==> config.mk <==
export PLATFORM = sky130hd
export DESIGN_NAME = aurora_block_sync_ctrl
export DESIGN_NICKNAME = d
export VERILOG_FILES = /design/src/rtl/aurora_block_sync_ctrl.sv
export SDC_FILE = /design/constraint.sdc
export NUM_CORES = 1
export LEC_CHECK = 0
export ABC_CLOCK_PERIOD_IN_PS = 3500
export BUFFER_PORTS_ARGS = -buffer_cell sky130_fd_sc_hd__buf_2
export CORE_MARGIN = 4
export CORE_UTILIZATION = 62
export DETAILED_ROUTE_END_ITERATION = 7
export GPL_ROUTABILITY_DRIVEN = 1
export MAX_ROUTING_LAYER = met4
export PLACE_DENSITY_LB_ADDON = 0.15
export SLEW_MARGIN = 25
export SYNTH_ARGS = -nofsm -noshare
export SYNTH_HDL_FRONTEND = slang
export SYNTH_SLANG_ARGS = --single-unit
export TNS_END_PERCENT = 1
==> constraint.sdc <==
create_clock -name clk_rx_i -period 3.5 [get_ports clk_rx_i]
set_input_delay 0.175 -clock clk_rx_i [delete_from_list [all_inputs] [get_ports clk_rx_i]]
set_output_delay 0.175 -clock clk_rx_i [all_outputs]
set_load 0.01 [all_outputs]
==> src/rtl/aurora_block_sync_ctrl.sv <==
// Aurora 64b/66b receive-lane block synchroniser.
// Hunts for header alignment via gearbox/SERDES slips, monitors errors once locked.
module aurora_block_sync_ctrl #(
   parameter int LOCK_CNT   = 64,
   parameter int ERR_WIN    = 64,
   parameter int ERR_MAX    = 16,
   parameter int SLIP_WAIT  = 16,
   parameter int GBOX_SLIPS = 66
) (
   input  logic       clk_rx_i,
   input  logic       rst_i,
   input  logic [1:0] header_i,
   input  logic       header_valid_i,
   output logic       gearbox_slip_o,
   output logic       serdes_slip_o,
   output logic       locked_o,
   output logic [7:0] lock_loss_cnt_o,
   output logic [1:0] state_o
);

   localparam int GW  = $clog2(LOCK_CNT + 1);
   localparam int WW  = $clog2(ERR_WIN + 1);
   localparam int BW  = $clog2(ERR_MAX + 1);
   localparam int TW  = $clog2(SLIP_WAIT + 1);
   localparam int SW  = $clog2(GBOX_SLIPS + 1);

   localparam logic [GW-1:0] GOOD_LAST = GW'(LOCK_CNT - 1);
   localparam logic [WW-1:0] WIN_LAST  = WW'(ERR_WIN - 1);
   localparam logic [BW-1:0] BAD_LAST  = BW'(ERR_MAX - 1);
   localparam logic [TW-1:0] WAIT_LAST = TW'(SLIP_WAIT - 1);
   localparam logic [SW-1:0] GBOX_MAX  = SW'(GBOX_SLIPS);

   typedef enum logic [1:0] {
      S_HUNT   = 2'd0,
      S_WAIT   = 2'd1,
      S_LOCKED = 2'd2
   } state_t;

   state_t        state_q, state_d;
   logic [GW-1:0] good_q, good_d;
   logic [WW-1:0] win_q, win_d;
   logic [BW-1:0] bad_q, bad_d;
   logic [TW-1:0] wait_q, wait_d;
   logic [SW-1:0] gbox_q, gbox_d;
   logic [7:0]    loss_q, loss_d;
   logic          gslip_q, gslip_d;
   logic          sslip_q, sslip_d;
   logic          locked_q;
   logic          hdr_ok;

   assign hdr_ok = header_i[1] ^ header_i[0];

   // State, counters and all outputs are registered here.
   always_ff @(posedge clk_rx_i) begin
      if (rst_i) begin
         state_q  <= S_HUNT;
         good_q   <= '0;
         win_q    <= '0;
         bad_q    <= '0;
         wait_q   <= '0;
         gbox_q   <= '0;
         loss_q   <= '0;
         gslip_q  <= 1'b0;
         sslip_q  <= 1'b0;
         locked_q <= 1'b0;
      end else begin
         state_q  <= state_d;
         good_q   <= good_d;
         win_q    <= win_d;
         bad_q    <= bad_d;
         wait_q   <= wait_d;
         gbox_q   <= gbox_d;
         loss_q   <= loss_d;
         gslip_q  <= gslip_d;
         sslip_q  <= sslip_d;
         locked_q <= (state_d == S_LOCKED);
      end
   end

   // Next-state and counter update logic; slips are decided on entry to WAIT.
   always_comb begin
      state_d = state_q;
      good_d  = good_q;
      win_d   = win_q;
      bad_d   = bad_q;
      wait_d  = wait_q;
      gbox_d  = gbox_q;
      loss_d  = loss_q;
      gslip_d = 1'b0;
      sslip_d = 1'b0;
      unique case (state_q)
         S_HUNT: begin
            if (header_valid_i) begin
               if (hdr_ok) begin
                  if (good_q == GOOD_LAST) begin
                     state_d = S_LOCKED;
                     good_d  = '0;
                     win_d   = '0;
                     bad_d   = '0;
                     gbox_d  = '0;
                  end else begin
                     good_d = good_q + GW'(1);
                  end
               end else begin
                  state_d = S_WAIT;
                  good_d  = '0;
                  wait_d  = '0;
                  if (gbox_q < GBOX_MAX) begin
                     gslip_d = 1'b1;
                     gbox_d  = gbox_q + SW'(1);
                  end else begin
                     sslip_d = 1'b1;
                     gbox_d  = '0;
                  end
               end
            end
         end
         S_WAIT: begin
            if (wait_q == WAIT_LAST) begin
               state_d = S_HUNT;
               wait_d  = '0;
            end else begin
               wait_d = wait_q + TW'(1);
            end
         end
         S_LOCKED: begin
            if (header_valid_i) begin
               if (!hdr_ok && bad_q == BAD_LAST) begin
                  state_d = S_HUNT;
                  good_d  = '0;
                  win_d   = '0;
                  bad_d   = '0;
                  if (loss_q != 8'hFF) loss_d = loss_q + 8'd1;
               end else if (win_q == WIN_LAST) begin
                  win_d = '0;
                  bad_d = '0;
               end else begin
                  win_d = win_q + WW'(1);
                  if (!hdr_ok) bad_d = bad_q + BW'(1);
               end
            end
         end
         default: state_d = S_HUNT;
      endcase
   end

   assign gearbox_slip_o  = gslip_q;
   assign serdes_slip_o   = sslip_q;
   assign locked_o        = locked_q;
   assign lock_loss_cnt_o = loss_q;
   assign state_o         = state_q;

endmodule
==> flow_metrics.py <==
metrics = {
    "clock_tree": {
        "clk_path_buf_depth": 2,
        "clkTransAtPathRegs_ns": 0.12,
        "numCtsBuffers": 5,
        "cts_resized": 0,
        "cts_root_buf": "clkbuf_4",
        "post-cts-setup-buffers": 0,
        "cts_hold_buf": 0,
        "htree_levels": 2,
        "clkSinkCount": 44,
        "cts_tree": "yes",
        "clock_latency_ns": 0.34,
    },
    "timing": {
        "finalCritPeriodShare_pct": 67.6,
        "tightest_slew_ns": 0.707,
        "fin_setup_tns_ns": 0,
        "clock.fmax_ghz": 0.423,
        "hold_ws_ns": 0.257,
        "final.min_clock_period_ns": 2.37,
        "finalClockSkew_ns": 0.00369,
        "relSlewSlack_pct": 52.8,
        "rsz0062_at_grt": "no",
        "drv_slew": 0,
        "setup_slack_ns": 1.13,
        "hold_viol": 0,
        "setup-violations-final": 0,
    },
    "finish": {
        "area_delta_synth_final_pct": 8.20,
        "regArea_sq_um": 881,
        "nets": 292,
        "fin_cells": 327,
        "num_antenna_cells": 0,
        "final_cell_area_sq_um": 2360,
        "fin_util_pct": 70.2,
        "final_cell_mix": "dfxtp_1, a21oi_1, nand2_1",
        "multi_input_area_sq_um": 1230,
        "layout_commonest_cell": "dfxtp_1",
        "final_layout_size_suffix_gt1_share_pct": 11.0,
        "n_fill_cell": 309,
    },
    "floorplan": {
        "ioPinCount": 18,
        "start_util_pct": 64.9,
        "core_area_sq_um": 3360,
        "row_count": 21,
        "chipHeight_microns": 67.3,
        "die_area_sq_um": 4530,
        "die_w_microns": 67.3,
    },
    "synthesis": {
        "synthesis.area_sq_um": 2180,
        "synthArstFlopShare_pct": 0,
        "synth.area.top_cells": "dfxtp_1, a21oi_1, nand3_1, ha_1, xnor2_1",
        "synthCells": 262,
        "yosysSeqAreaShare_pct": 40.4,
        "avgSynthCellArea_sq_um": 8.33,
        "ys_ff_latch": 44,
        "syn_nets": 274,
        "yosys.area.top_type": "dfxtp_1",
        "yosys_most_used_dff": "dfxtp_1",
        "yosys_warnings": 0,
        "synth_edf_count": 0,
        "yosysTopAreaCellShare_pct": 40.4,
        "synth_cell_types": 45,
    },
    "detailed_routing": {
        "ant_nets": 0,
        "post-route-drc-count": 0,
        "vias": 1910,
        "dr.pass1.iters": 4,
        "wirelength_mm": 4.23,
        "wl_per_cell_microns": 12.9,
        "viasPerCell": 5.84,
        "drtIter0Drc": 99,
    },
    "job": {
        "drv_cap": 0,
    },
    "critical_path": {
        "crit_path_frequent_cell": "ha_1",
        "crit_arrival_ns": 2.64,
        "path_class": "flop to flop",
        "cp-end-kind": "flop",
        "path_max_fanout": 6,
        "critical-path-slowest-cell": "or4_1",
        "max_stage_delay_ns": 0.50,
        "worstPathRequired_ns": 3.78,
        "worstPathCellList": "ha_1, and3_1, ha_1, a21boi_0, nand2_1, or4_1, o22ai_1",
        "start_kind": "flop",
    },
    "global_route": {
        "grt-ovfl-total": 0,
        "grt_pass1_wl_mm": 7.49,
        "grtUsageTotal_pct": 21.9,
        "antenna_found_initial": 0,
        "grt_max_degree": 42,
        "grt_pass1_vias": 1790,
    },
    "placement": {
        "gp_congestion": 0.835,
        "place_inst": 319,
        "io_buffers": 17,
        "place_area_sq_um": 2300,
        "dp_slack_ns": 1.15,
        "dp_hpwl_mm": 3.09,
    },
    "pwr": {
        "irDropWorstVdd_v": 0.000273,
        "fin_total_pwr_mw": 0.835,
        "power_density_nw_per_um2": 354,
        "power_leakage_nw": 0.878,
    },
    "min_path": {
        "hold_path.class": "input port to flop",
    },
    "run_status": {
        "outcome": "completed",
    },
}
## metal layers
layer,up-vias,global-route usage (%),share of wire (%),wire length (microns)
li1,984,-,-,-
met1,888,25.7,47,2000
met2,31,37.1,48,2020
met3,7,3.99,3.7,157
met4,0,8.35,1.4,60
met5,-,-,0,0
## cell families (layout without fill, tap and decap cells)
logic type / after synthesis / in the layout / synth area share, %
mux: 2 / 2 / 0.975
buf+inv: 16 / 35 / 3.21
simple gates: 114 / 114 / 26.5
flops: 44 / 44 / 40.4
xor+xnor: 12 / 12 / 4.82
compound gates: 67 / 67 / 20.1
fa+ha+maj: 7 / 7 / 4.01
## worst max-delay path: cells and delay by family, from the launching register on
family | cells | cell delay, ns
flops | 1 | 0.35
fa+ha+maj | 2 | 0.44
compound gates | 2 | 0.59
simple gates | 3 | 0.91
## state kept, by name, summed over array words and instances, names as in the netlist
signal	count
bad_q	5
gbox_q	7
gearbox_slip_o	1
good_q	7
lock_loss_cnt_o	8
locked_o	1
serdes_slip_o	1
state_o	2
wait_q	5
win_q	7
## worst paths after layout
check,startpoint,end,slack (ns),cells past startpoint
min,header_valid_i,state_o[1]$_SDFF_PP0_,0.26,4
max,bad_q[0]$_SDFFE_PP0P_,bad_q[3]$_SDFFE_PP0P_,1.13,7
max reg2reg,bad_q[0]$_SDFFE_PP0P_,bad_q[3]$_SDFFE_PP0P_,1.13,7
min reg2reg,wait_q[4]$_SDFFE_PP0P_,wait_q[4]$_SDFFE_PP0P_,0.46,2
## synth_stat cells (all sizes together), types with 2 or more instances
cell    count
a211o       2
a211oi      3
a21boi      2
a21o        2
a21oi      25
and3        5
buf         3
clkbuf      5
dfxtp      44
ha          7
inv         8
nand2      22
nand2b      7
nand3      18
nand4b      2
nor2       21
nor2b       7
nor3       17
o21ai      17
o22ai       2
o31ai       3
or3         6
or4         3
xnor2      10
xor2        2
## layout make-up
type                       count  share of cell area, %
tap                           46                   2.44
sequential                    44                   37.3
inverter                       8                   1.27
clock buffer                   6                   2.17
timing repair buffer          19                   4.24
clock inverter                 2                  0.424
multi-input combinational    202                   52.1
## where the power goes
| group | internal [mW] | leakage (nW) | total [mW] | switching [mW] |
|---|---|---|---|---|
| logic | 0.0255 | 0.485 | 0.0699 | 0.0444 |
| registers | 0.508 | 0.355 | 0.515 | 0.00752 |
| clock network | 0.0958 | 0.0380 | 0.250 | 0.154 |
| total | 0.629 | 0.878 | 0.835 | 0.206 |
Note: power is estimated with default switching activity, not from simulation.
